File: src/rtl/conv_output_writer_pkg.sv
// Shared types and defaults for the convolution output writeback stage.
// Header build option: CONV_OUTPUT_WRITER_HEADER_EN.
package conv_output_writer_pkg;

  localparam int DATA_W_DEF = 16;
  localparam int ADDR_W_DEF = 12;
  localparam int COL_W_DEF  = 4;

  localparam logic POS_BIT = 1'b1;

  typedef enum logic [1:0] {
    IDLE,
    ACTIVE,
    HDR
  } state_t;

endpackage

File: src/rtl/conv_output_writer_if.sv
// Pixel-decision stream in, SRAM row-write bus and status out.
// master drives pixels/control, slave is the writer.
interface conv_output_writer_if #(
  parameter int DATA_W = 16,
  parameter int ADDR_W = 12,
  parameter int COL_W  = 4
);
  logic              mat_start;
  logic [ADDR_W-1:0] base_addr;
  logic              pix_valid;
  logic              pix_neg;
  logic [COL_W-1:0]  pix_col;
  logic              row_last;
  logic              mat_last;
  logic [ADDR_W-1:0] dut_sram_write_address;
  logic [DATA_W-1:0] dut_sram_write_data;
  logic              dut_sram_write_enable;
  logic              mat_done;
  logic              busy;
  logic              err_overrun;

  modport master (
    output mat_start, base_addr, pix_valid, pix_neg,
    output pix_col, row_last, mat_last,
    input  dut_sram_write_address, dut_sram_write_data,
    input  dut_sram_write_enable, mat_done, busy, err_overrun
  );

  modport slave (
    input  mat_start, base_addr, pix_valid, pix_neg,
    input  pix_col, row_last, mat_last,
    output dut_sram_write_address, dut_sram_write_data,
    output dut_sram_write_enable, mat_done, busy, err_overrun
  );
endinterface

File: src/rtl/conv_output_writer_row_packer.sv
// Row accumulator: inserts one pixel bit per column and clears on row
// handoff so the next row's first pixel lands without a bubble.
module conv_row_packer
  import conv_output_writer_pkg::*;
#(
  parameter int DATA_W = DATA_W_DEF,
  parameter int COL_W  = COL_W_DEF
) (
  input  logic              clk,
  input  logic              reset_b,
  input  logic              clr,
  input  logic              cap,
  input  logic              flush,
  input  logic [COL_W-1:0]  col,
  input  logic              pix_neg,
  output logic [DATA_W-1:0] row_full
);

  logic [DATA_W-1:0] row_acc;

  // row_full already carries this cycle's bit for the handoff
  always_comb begin
    row_full = row_acc;
    if (cap) row_full[col] = pix_neg ? ~POS_BIT : POS_BIT;
  end

  always_ff @(posedge clk or negedge reset_b) begin
    if (!reset_b) begin
      row_acc <= '0;
    end else if (clr || flush) begin
      row_acc <= '0;
    end else if (cap) begin
      row_acc <= row_full;
    end
  end

endmodule

File: src/rtl/conv_output_writer.sv
// Writeback stage: packs pixel rows into SRAM words and tracks the pointer.
// Define CONV_OUTPUT_WRITER_HEADER_EN to prepend a row-count header word.
module conv_output_writer
  import conv_output_writer_pkg::*;
#(
  parameter int DATA_W = DATA_W_DEF,
  parameter int ADDR_W = ADDR_W_DEF,
  parameter int COL_W  = COL_W_DEF
) (
  input logic clk,
  input logic reset_b,
  conv_output_writer_if.slave bus
);

`ifdef CONV_OUTPUT_WRITER_HEADER_EN
  localparam logic [ADDR_W-1:0] ROW_OFS = ADDR_W'(1);
`else
  localparam logic [ADDR_W-1:0] ROW_OFS = '0;
`endif

  state_t            state;
  logic [ADDR_W-1:0] wr_ptr;
  logic [ADDR_W-1:0] row_cnt;
  logic [ADDR_W-1:0] addr_q;
  logic [DATA_W-1:0] data_q;
  logic [DATA_W-1:0] row_full;
  logic              we_q;
  logic              done_q;
  logic              err_q;
  logic              cap;
  logic              flush;
`ifdef CONV_OUTPUT_WRITER_HEADER_EN
  logic [ADDR_W-1:0] base_q;
`endif

  // mat_start wins over a same-cycle pixel
  assign cap   = bus.pix_valid & ~bus.mat_start & (state == ACTIVE);
  assign flush = cap & bus.row_last;

  conv_row_packer #(
    .DATA_W (DATA_W),
    .COL_W  (COL_W)
  ) u_packer (
    .clk      (clk),
    .reset_b  (reset_b),
    .clr      (bus.mat_start),
    .cap      (cap),
    .flush    (flush),
    .col      (bus.pix_col),
    .pix_neg  (bus.pix_neg),
    .row_full (row_full)
  );

  always_ff @(posedge clk or negedge reset_b) begin
    if (!reset_b) begin
      state   <= IDLE;
      wr_ptr  <= '0;
      row_cnt <= '0;
      addr_q  <= '0;
      data_q  <= '0;
      we_q    <= 1'b0;
      done_q  <= 1'b0;
      err_q   <= 1'b0;
`ifdef CONV_OUTPUT_WRITER_HEADER_EN
      base_q  <= '0;
`endif
    end else begin
      we_q   <= 1'b0;
      done_q <= 1'b0;
      if (bus.mat_start) begin
        state   <= ACTIVE;
        wr_ptr  <= bus.base_addr + ROW_OFS;
        row_cnt <= '0;
        err_q   <= 1'b0;
`ifdef CONV_OUTPUT_WRITER_HEADER_EN
        base_q  <= bus.base_addr;
`endif
      end else begin
        if (bus.pix_valid && state != ACTIVE) err_q <= 1'b1;
        unique case (state)
          ACTIVE: begin
            if (flush) begin
              we_q    <= 1'b1;
              addr_q  <= wr_ptr;
              data_q  <= row_full;
              wr_ptr  <= wr_ptr + ADDR_W'(1);
              row_cnt <= row_cnt + ADDR_W'(1);
              if (bus.mat_last) begin
`ifdef CONV_OUTPUT_WRITER_HEADER_EN
                state  <= HDR;
`else
                state  <= IDLE;
                done_q <= 1'b1;
`endif
              end
            end
          end
`ifdef CONV_OUTPUT_WRITER_HEADER_EN
          HDR: begin
            we_q   <= 1'b1;
            addr_q <= base_q;
            data_q <= DATA_W'(row_cnt);
            done_q <= 1'b1;
            state  <= IDLE;
          end
`endif
          default: ;
        endcase
      end
    end
  end

  assign bus.dut_sram_write_address = addr_q;
  assign bus.dut_sram_write_data    = data_q;
  assign bus.dut_sram_write_enable  = we_q;
  assign bus.mat_done               = done_q;
  assign bus.busy                   = (state != IDLE) | we_q;
  assign bus.err_overrun            = err_q;

endmodule
File: src/flat_wrapper.sv
// flat-port wrapper written by rule: the top's interface ports become plain ports
module conv_output_writer_flat import conv_output_writer_pkg::*;
#(
  parameter int DATA_W = DATA_W_DEF,
  parameter int ADDR_W = ADDR_W_DEF,
  parameter int COL_W  = COL_W_DEF
)
  (clk, reset_b, bus_mat_start, bus_base_addr, bus_pix_valid, bus_pix_neg, bus_pix_col, bus_row_last, bus_mat_last, bus_dut_sram_write_address, bus_dut_sram_write_data, bus_dut_sram_write_enable, bus_mat_done, bus_busy, bus_err_overrun);
  conv_output_writer_if #(.DATA_W(DATA_W), .ADDR_W(ADDR_W), .COL_W(COL_W)) bus_i ();
  input logic clk;
  input logic reset_b;
  input wire logic [$bits(bus_i.mat_start)-1:0] bus_mat_start;
  input wire logic [$bits(bus_i.base_addr)-1:0] bus_base_addr;
  input wire logic [$bits(bus_i.pix_valid)-1:0] bus_pix_valid;
  input wire logic [$bits(bus_i.pix_neg)-1:0] bus_pix_neg;
  input wire logic [$bits(bus_i.pix_col)-1:0] bus_pix_col;
  input wire logic [$bits(bus_i.row_last)-1:0] bus_row_last;
  input wire logic [$bits(bus_i.mat_last)-1:0] bus_mat_last;
  output wire logic [$bits(bus_i.dut_sram_write_address)-1:0] bus_dut_sram_write_address;
  output wire logic [$bits(bus_i.dut_sram_write_data)-1:0] bus_dut_sram_write_data;
  output wire logic [$bits(bus_i.dut_sram_write_enable)-1:0] bus_dut_sram_write_enable;
  output wire logic [$bits(bus_i.mat_done)-1:0] bus_mat_done;
  output wire logic [$bits(bus_i.busy)-1:0] bus_busy;
  output wire logic [$bits(bus_i.err_overrun)-1:0] bus_err_overrun;
  assign bus_i.mat_start = bus_mat_start;
  assign bus_i.base_addr = bus_base_addr;
  assign bus_i.pix_valid = bus_pix_valid;
  assign bus_i.pix_neg = bus_pix_neg;
  assign bus_i.pix_col = bus_pix_col;
  assign bus_i.row_last = bus_row_last;
  assign bus_i.mat_last = bus_mat_last;
  assign bus_dut_sram_write_address = bus_i.dut_sram_write_address;
  assign bus_dut_sram_write_data = bus_i.dut_sram_write_data;
  assign bus_dut_sram_write_enable = bus_i.dut_sram_write_enable;
  assign bus_mat_done = bus_i.mat_done;
  assign bus_busy = bus_i.busy;
  assign bus_err_overrun = bus_i.err_overrun;
  conv_output_writer #(.DATA_W(DATA_W), .ADDR_W(ADDR_W), .COL_W(COL_W)) u_core (.clk(clk), .reset_b(reset_b), .bus(bus_i));
endmodule
File: config.mk
export PLATFORM = sky130hd
export DESIGN_NAME = conv_output_writer_flat
export DESIGN_NICKNAME = d
export VERILOG_FILES = /design/src/rtl/conv_output_writer_pkg.sv /design/src/rtl/conv_output_writer_if.sv /design/src/rtl/conv_output_writer_row_packer.sv /design/src/rtl/conv_output_writer.sv /design/src/flat_wrapper.sv
export SDC_FILE = /design/constraint.sdc
export NUM_CORES = 1
export LEC_CHECK = 0
export CORE_ASPECT_RATIO = 0.6
export CORE_UTILIZATION = 40
export CTS_CLUSTER_SIZE = 16
export DETAILED_ROUTE_END_ITERATION = 6
export HOLD_SLACK_MARGIN = 0.15
export MAX_ROUTING_LAYER = met4
export PLACE_DENSITY = 0.67
export SLEW_MARGIN = 25
export SYNTH_ARGS = -nofsm -noshare
export SYNTH_HDL_FRONTEND = slang
export SYNTH_HIERARCHICAL = 1
export SYNTH_SLANG_ARGS = --single-unit
File: constraint.sdc
create_clock -name clk -period 4.4 [get_ports clk]
set_input_delay 1.1 -clock clk [delete_from_list [all_inputs] [get_ports clk]]
set_output_delay 1.1 -clock clk [all_outputs]
set_load 0.01 [all_outputs]
==> results.cfg, run 1 <==
[clock_tree]
htree_levels = 3
root_buffer = clkbuf_16
worst_skew_pair.late_latency_ns = 0.33
cts_setup_buffers = 0
hold_buffers = 0
cts.sinks = 60
clockBufferDepth = 2
ctsResizeCount = 0
clkTransAtPathRegs_ns = 0.05
cts_buffers = 9
cts_tree = built

[layout]
antennaDiodeCount = 0
final_nets = 400
fin_cells = 468
area_delta_synth_final_pct = 29.62
n_fill_cell = 645
final_layout_size_suffix_gt1_share_pct = 9.186
layout_commonest_cell = nand2_1
layout_common_cells = nand2_1, dfrtp_1, clkdlybuf4s50_1

[grt]
antenna_found_initial = 0
grt_use_total_pct = 22.70
grt_pass1_wl_um = 12480
grt_pass1_vias = 2425
grt_overflow = 0
grt_max_degree = 45

[logic_synthesis]
synth_edf_count = 0
avgSynthCellArea_um2 = 9.093
syn_nets = 346
synthArstFlopShare_pct = 100.0
yosysSeqAreaShare_pct = 51.28
synth_seq_cells = 60
synth_flop_cell = dfrtp_1
ys_warn_count = 6
ys_types = 45
synth_area_um2 = 2928
synthCells = 322

[detailed_routing]
route.detailed.drc = 0
first_iter_violations = 229
dr.pass1.iters = 4
wl_per_cell_um = 16.18
postRouteAntennaNets = 0
wl_um = 7570
vias = 2568
viasPerCell = 5.487

[setup_path]
worstSetupEndpointType = register
crit_path_start = bus_mat_start
cpMostUsedCell = buf_4
rr_endpoint = u_core/u_packer/row_acc[6]
slowest_stage = clkdlybuf4s50_1
cp_top_family = buffers and inverters
max_stage_delay_ns = 0.45
r2r-start = u_core/state[0]
worstPathCellList = clkdlybuf4s50_1 -> buf_4 -> nand4b_4 -> inv_1 -> nor2_2 -> buf_4 -> nand3_1 -> o21ai_0
cp_num_cells = 8
critPathBufInv = 4
timing_worst_setup_path_type = input port to register
cp.required_ns = 4.63
start_kind = input port
regToRegSetupSlack_ns = 2.38
crit_fanout = 22
cp.arrival_ns = 3.32
r2r_cells = 6

[placed_design]
io_buffers = 54
dp_hpwl_um = 5179
place_inst = 452
gp_congestion = 0.8681

[floorplan]
die_w_um = 112.5
die_h_um = 68.27
die-area_um2 = 7677
core_um2 = 6878
start_util_pct = 42.57
pin_count = 55
rows = 23

[timing]
worst_pin_slew_ns = 0.5686
max_freq_mhz = 323.8
slew_violations = 0
timing.slew.headroom_pct = 61.98
rsz0062_at_grt = false
setup_tns_ns = 0
setup_viol = 0
period_minus_slack_ns = 3.088
fin_worst_skew_ns = 0.004908
hold_viol_final = 0
fin_crit_sh_pct = 70.19

[hold_path]
hold_class = register to register
min_from = u_core/bus.dut_sram_write_data[9]
holdPathEnd = u_core/bus.dut_sram_write_data[9]
min_path_cells = 2

[pwr]
powerDensity_nw_per_um2 = 381.7
vdd_ir_drop_max_mv = 0.2162
power_uw = 1448
p_leak_uw = 0.001696

[status]
status = finished, final reports clean

[flow_run]
maxCapViolations = 0
[tightest hold or removal path: cells and delay by family (launching register included)]
family        cells  cell delay (ns)
simple gates      2             0.10
flops             1             0.34
[cells in the mapped netlist (2+ instances only)]
| library cell | n | area, µm² |
|---|---|---|
| nand2_1 | 102 | 382.9 |
| dfrtp_1 | 60 | 1501 |
| o21ai_0 | 36 | 180.2 |
| o21ai_1 | 16 | 80.08 |
| nand3_1 | 12 | 60.06 |
| o211ai_1 | 12 | 90.09 |
| inv_1 | 8 | 30.03 |
| buf_2 | 6 | 30.03 |
| clkbuf_1 | 6 | 22.52 |
| mux2i_1 | 6 | 60.06 |
| o211ai_2 | 4 | 50.05 |
| o311ai_1 | 4 | 35.03 |
| a21boi_0 | 3 | 22.52 |
| nor2b_1 | 3 | 18.77 |
| nor4_1 | 3 | 18.77 |
| o311ai_0 | 3 | 26.28 |
| a22oi_1 | 2 | 15.01 |
| and3_1 | 2 | 12.51 |
| and3b_2 | 2 | 20.02 |
| buf_6 | 2 | 22.52 |
| nand3b_1 | 2 | 15.01 |
| nand4_1 | 2 | 12.51 |
| nor2_1 | 2 | 7.510 |
| o41ai_1 | 2 | 17.52 |
| or2_2 | 2 | 12.51 |
[per-layer routing]
layer | wire (µm) | global-route usage (%) | up-vias
met5 | 0 | - | -
met4 | 30 | 8.167 | 0
met3 | 651 | 6.112 | 2
met2 | 2900 | 28.80 | 106
met1 | 3988 | 33.63 | 1213
li1 | - | - | 1247
[per-stage QoR]
stage	instance area [µm²]	utilization (%)	setup WS, ns	hold WS (ns)
5_1_grt	3795	55.18	1.166	0.4856
3_3_place_gp	3513	51.08	1.079	0.4580
3_5_place_dp	3513	51.08	1.013	0.4612
6_report	3795	55.18	1.312	0.4718
4_1_cts	3792	55.14	1.358	0.4764
2_1_floorplan	2928	-	2.026	0.4536
[sequential cells by signal, summed over array words and instances, names as in the netlist]
register and cells:
u_core/bus.dut_sram_write_address 12, u_core/bus.dut_sram_write_data 16, u_core/bus.dut_sram_write_enable 1, u_core/bus.err_overrun 1
u_core/bus.mat_done 1, u_core/state 1, u_core/u_packer/row_acc 16, u_core/wr_ptr 12
[area by class of cell]
| type | count | area [µm²] | area share (%) |
|---|---|---|---|
| flip-flops and latches | 60 | 1501 | 39.56 |
| repair buffers | 59 | 575.6 | 15.17 |
| multi-input cells | 238 | 1300 | 34.26 |
| clock buffers | 10 | 239.0 | 6.297 |
| inverters | 8 | 30.03 | 0.7913 |
| clock inverters | 6 | 40.04 | 1.055 |
| well taps | 87 | 108.9 | 2.868 |
[cell families after synthesis]
| kind of cell | share of synthesized area, % |
|---|---|
| and+or+nand+nor | 22.39 |
| AOI/OAI and AO/OA | 19.23 |
| DFF | 51.28 |
| buffers and inverters | 4.316 |
| muxes | 2.051 |
| xor gates and xnor gates | 0.2992 |
| adders and majority gates | 0.4273 |
[where the power goes]
part,switching [µW],internal [µW]
clock,247,394
combinational,100,90.3
sequential,28.3,588
total,376,1070
[worst max-delay path by stage]
stage,slack (ns),to
global placement,1.08,u_core/u_packer/row_acc[5]
global route,1.17,u_core/u_packer/row_acc[10]
finish,1.31,u_core/u_packer/row_acc[6]
CTS,1.36,u_core/u_packer/row_acc[6]
floorplan,2.03,u_core/bus.dut_sram_write_data[4]
detailed placement,1.01,u_core/u_packer/row_acc[5]
Note: power is estimated with default switching activity, not from simulation.
==> run 2, diff against run 1 <==
==> constraint.sdc (replaced) <==
create_clock -name clk -period 3.2 [get_ports clk]
set_input_delay 0.8 -clock clk [delete_from_list [all_inputs] [get_ports clk]]
set_output_delay 0.8 -clock clk [all_outputs]
set_load 0.01 [all_outputs]
==> run 2 against run 1 <==
Effect of this change:
- via count up 4.5%
- worst hold slack is essentially flat
- non-clock buffer count increased by 3
- count of clock-buffer cells in the layout increased by 1
- sequential share of layout area down 0.27 points
- routed wire length up 5.0%
- highest routed layer unchanged
==> results.cfg, run 2 (synthesized netlist as in run 1, its figures left out) <==
[clock_tree]
cts.sinks = 60
cts_setup_buffers = 0
htree_levels = 3
cts_buffers = 9
hold_buffers = 0
root_buffer = clkbuf_16
cts_tree = built
worst_skew_pair.late_latency_ns = 0.33
ctsResizeCount = 0
clkTransAtPathRegs_ns = 0.05
clockBufferDepth = 2

[placed_design]
dp_hpwl_um = 5464
io_buffers = 54
place_inst = 455
gp_congestion = 0.9078

[grt]
grt_pass1_vias = 2472
grt_pass1_wl_um = 13200
grt_use_total_pct = 24.13
antenna_found_initial = 0
grt_overflow = 0
grt_max_degree = 61

[detailed_routing]
postRouteAntennaNets = 0
dr.pass1.iters = 5
route.detailed.drc = 0
wl_per_cell_um = 16.87
wl_um = 7948
vias = 2683
viasPerCell = 5.696
first_iter_violations = 336

[floorplan]
start_util_pct = 42.57
die_h_um = 68.27
core_um2 = 6878
rows = 23
pin_count = 55
die-area_um2 = 7677
die_w_um = 112.5

[pwr]
clkPwrFrac_pct = 45.4
pwr-share-seq_pct = 41.6
netSwitchingPower_uw = 511.7
power_uw = 2045
internal-power_uw = 1533
switching_share_pct = 25.03
vdd_ir_drop_max_mv = 0.2669
p_leak_uw = 0.001710
powerDensity_nw_per_um2 = 535.1
combPwrFrac_pct = 13.0

[timing]
period_minus_slack_ns = 2.576
fin_worst_skew_ns = 0.006213
fin_crit_sh_pct = 80.50
timing.slew.headroom_pct = 48.79
hold_viol_final = 0
worst_pin_slew_ns = 0.7681
setup_viol = 0
holdWs_ns = 0.4714
setup_tns_ns = 0
max_freq_mhz = 388.2
slew_violations = 0
rsz0062_at_grt = false

[setup_path]
cp.arrival_ns = 2.81
r2r_cells = 6
max_stage_delay_ns = 0.57
crit_path_start = bus_mat_start
critPathBufInv = 3
worstSetupEndpointType = register
cp_top_family = buffers and inverters
cp.required_ns = 3.43
cp_num_cells = 7
start_kind = input port
worstPathCellList = clkdlybuf4s50_1 -> nand4b_4 -> inv_1 -> nor2_2 -> buf_4 -> nand3_1 -> o21ai_0
crit_fanout = 15
slowest_stage = clkdlybuf4s50_1
timing_worst_setup_path_type = input port to register
r2r-start = u_core/state[0]

[layout]
fin_cells = 471
final_nets = 403
final_layout_size_suffix_gt1_share_pct = 9.375
layout_commonest_cell = nand2_1
antennaDiodeCount = 0
area_delta_synth_final_pct = 30.51
layout_common_cells = nand2_1, dfrtp_1, clkdlybuf4s50_1

[flow_run]
maxCapViolations = 0

[hold_path]
hold_class = register to register
min_path_cells = 2
min_from = u_core/bus.dut_sram_write_address[8]

[status]
status = finished, final reports clean
==> run 2: through the flow <==
stage	utilization [%]	area, µm²	worst slack, ns
global placement	51.41	3536	0.4138
detailed placement	51.41	3536	0.3349
CTS	55.56	3821	0.6852
global route	55.56	3821	0.4784
finish	55.56	3821	0.6240
floorplan	-	2928	1.126
==> run 2: layout make-up <==
cell class                 instances  area, µm²
clock inverter                     5      52.55
sequential                        60       1501
timing repair buffer              62      595.6
fill                             628       3057
clock buffer                      11      232.7
inverter                           8      30.03
tap                               87      108.9
multi-input combinational        238       1300
==> run 2: power by group through the flow <==
stage | logic (µW) | registers [µW] | clock network, µW
2_1_floorplan | 105 | 869 | 0
3_3_place_gp | 261 | 859 | 0
3_5_place_dp | 266 | 863 | 0
4_1_cts | 268 | 850 | 949
5_1_grt | 292 | 859 | 984
6_report | 266 | 850 | 928
==> run 2: path summary, 6_finish.rpt <==
path	end	slack, ns
min in group asynchronous	u_core/wr_ptr[11]	0.62
setup / recovery	u_core/u_packer/row_acc[6]	0.62
max in group asynchronous	u_core/bus.dut_sram_write_data[5]	2.06
hold reg to reg	u_core/bus.dut_sram_write_address[8]	0.47
setup reg to reg	u_core/u_packer/row_acc[6]	1.25
hold / removal	u_core/bus.dut_sram_write_address[8]	0.47
==> run 2: worst register-to-register path, delay by kind of cell, from the launching register on <==
kind	cells	cell delay (ns)
compound gates	1	0.35
buf+inv	2	0.28
flops	1	0.46
simple gates	3	0.75
==> run 2: per-layer routing <==
metal	vias up	GRT usage (%)	wire, µm
li1	1249	-	-
met1	1295	34.88	4171
met2	130	32.14	3063
met3	9	8.060	643
met4	0	5.167	70
met5	-	-	0
==> run 3, diff against run 2 <==
==> constraint.sdc (replaced) <==
create_clock -name clk -period 2.6 [get_ports clk]
set_input_delay 0.65 -clock clk [delete_from_list [all_inputs] [get_ports clk]]
set_output_delay 0.65 -clock clk [all_outputs]
set_load 0.01 [all_outputs]
==> run 3 against run 2 <==
Effect of this change:
- combinational power up 26%
- register-to-register slack worse by 0.44 ns
- cell count rose by 1.3%
- first-iteration DRC count shrank 6.8%
- sequential share of layout area shrank 0.77 points
- critical path depth shrank 5
- via count fell by 0.26%
- non-clock buffer count up 6
- count of clock-buffer cells in the layout grew 1
- total power increased by 27%
- cell area grew 2.0%
- sequential cell count unchanged
==> results.cfg, run 3 (synthesized netlist as in run 1, its figures left out) <==
[status]
status = finished, final reports clean

[setup_path]
worstPathCellList = or2_2 -> clkdlybuf4s50_1
worstSetupEndpointType = output pin
crit_fanout = 5
start_kind = register
critPathBufInv = 1
timing_worst_setup_path_type = register to output pin
cp.required_ns = 1.95
slowest_stage = clkdlybuf4s50_1
cp.arrival_ns = 1.61
crit_path_start = u_core/state[0]
cp_top_family = buffers and inverters
max_stage_delay_ns = 0.48
r2r-start = u_core/state[0]

[timing]
fin_worst_skew_ns = 0.004486
max_freq_mhz = 441.8
setup_tns_ns = 0
slew_violations = 0
fin_crit_sh_pct = 87.06
period_minus_slack_ns = 2.263
fin_ws_ns = 0.3365
timing.slew.headroom_pct = 65.62
holdWs_ns = 0.3043
worst_pin_slew_ns = 0.5142
setup_viol = 0
rsz0062_at_grt = false
hold_viol_final = 0

[layout]
antennaDiodeCount = 0
area_delta_synth_final_pct = 33.12
layout_common_cells = nand2_1, dfrtp_1, clkdlybuf4s50_1
layout_commonest_cell = nand2_1
final_layout_size_suffix_gt1_share_pct = 11.03
final_nets = 409
fin_cells = 477
final_cell_area_um2 = 3897

[floorplan]
core_um2 = 6878
die_h_um = 68.27
start_util_pct = 42.57
die_w_um = 112.5
pin_count = 55
rows = 23
die-area_um2 = 7677

[placed_design]
placed_area_um2 = 3593
dp_slack_ns = 0.09093
place_inst = 461
io_buffers = 54
gp_congestion = 0.8469
dp_hpwl_um = 5576

[detailed_routing]
wl_per_cell_um = 16.77
wl_met2_um = 3019
met1_length_um = 4024
wl_met3_um = 816
vias = 2676
dr.pass1.iters = 5
viasPerCell = 5.610
postRouteAntennaNets = 0
first_iter_violations = 313
route.detailed.drc = 0
wl_um = 7998
highest_layer = met4

[clock_tree]
cts.sinks = 60
root_buffer = clkbuf_16
clockBufferDepth = 2
cts_buffers = 9
cts_tree = built
cts_setup_buffers = 0
worst_skew_pair.late_latency_ns = 0.34
hold_buffers = 0
ctsResizeCount = 0
clkTransAtPathRegs_ns = 0.05
htree_levels = 3

[pwr]
powerDensity_nw_per_um2 = 664.8
vdd_ir_drop_max_mv = 0.5617
p_leak_uw = 0.001753

[grt]
grt_max_degree = 61
grt_overflow = 0
grt_pass1_wl_um = 13560
grt_use_total_pct = 24.84
grt_pass1_vias = 2540
antenna_found_initial = 0

[hold_path]
hold_class = input port to asynchronous set/reset pin

[flow_run]
maxCapViolations = 0
-- run 3: cell count changes in the layout (fill, tap and decap cells not counted) --
cell and change:
buf_12 +1, buf_4 +5, clkbuf_1 -1, clkbuf_8 +2, clkinv_2 -1
-- run 3: through the flow --
stage / utilization [%] / power, µW
final: 56.67 / 2591
after global routing: 56.67 / 2709
after CTS: 56.67 / 2619
after detailed placement: 52.25 / 1396
after global placement: 52.25 / 1387
after floorplan: - / 1199
-- run 3: final cells by class --
cell class | count | area (µm²)
well taps | 87 | 108.9
inverters | 8 | 30.03
flip-flops and latches | 60 | 1501
repair buffers | 68 | 653.1
fillers | 637 | 2980
clock buffers | 12 | 256.5
multi-input cells | 238 | 1300
clock inverters | 4 | 47.55
-- run 3: worst reg2reg max path: cells and delay by family (launching register included) --
| family | cells | cell delay [ns] |
|---|---|---|
| AND/OR/NAND/NOR | 5 | 0.70 |
| flip-flops | 1 | 0.50 |
| AO/OA/AOI/OAI | 1 | 0.34 |
| buffers and inverters | 1 | 0.15 |
-- run 3: path summary, 6_finish.rpt --
check	to	slack [ns]	cells past startpoint
hold reg to reg	u_core/bus.dut_sram_write_address[3]	0.47	2
setup reg to reg	u_core/bus.dut_sram_write_data[3]	0.81	7
min in group clk	u_core/bus.dut_sram_write_address[3]	0.47	2
hold / removal	u_core/bus.dut_sram_write_address[4]	0.30	2
setup / recovery	bus_busy	0.34	2
max in group asynchronous	u_core/bus.dut_sram_write_data[4]	2.01	2
-- run 3: layer usage --
| metal | up-vias | GRT usage (%) |
|---|---|---|
| li1 | 1257 | - |
| met1 | 1267 | 35.94 |
| met2 | 134 | 31.52 |
| met3 | 18 | 7.529 |
| met4 | 0 | 10.00 |
| met5 | - | - |
-- run 3: where the power goes --
part | total, µW | leakage (µW) | switching [µW] | internal (µW)
Sequential | 1050 | 0.000792 | 50.9 | 996
Clock | 1210 | 0.000149 | 420 | 789
Combinational | 335 | 0.000813 | 173 | 162
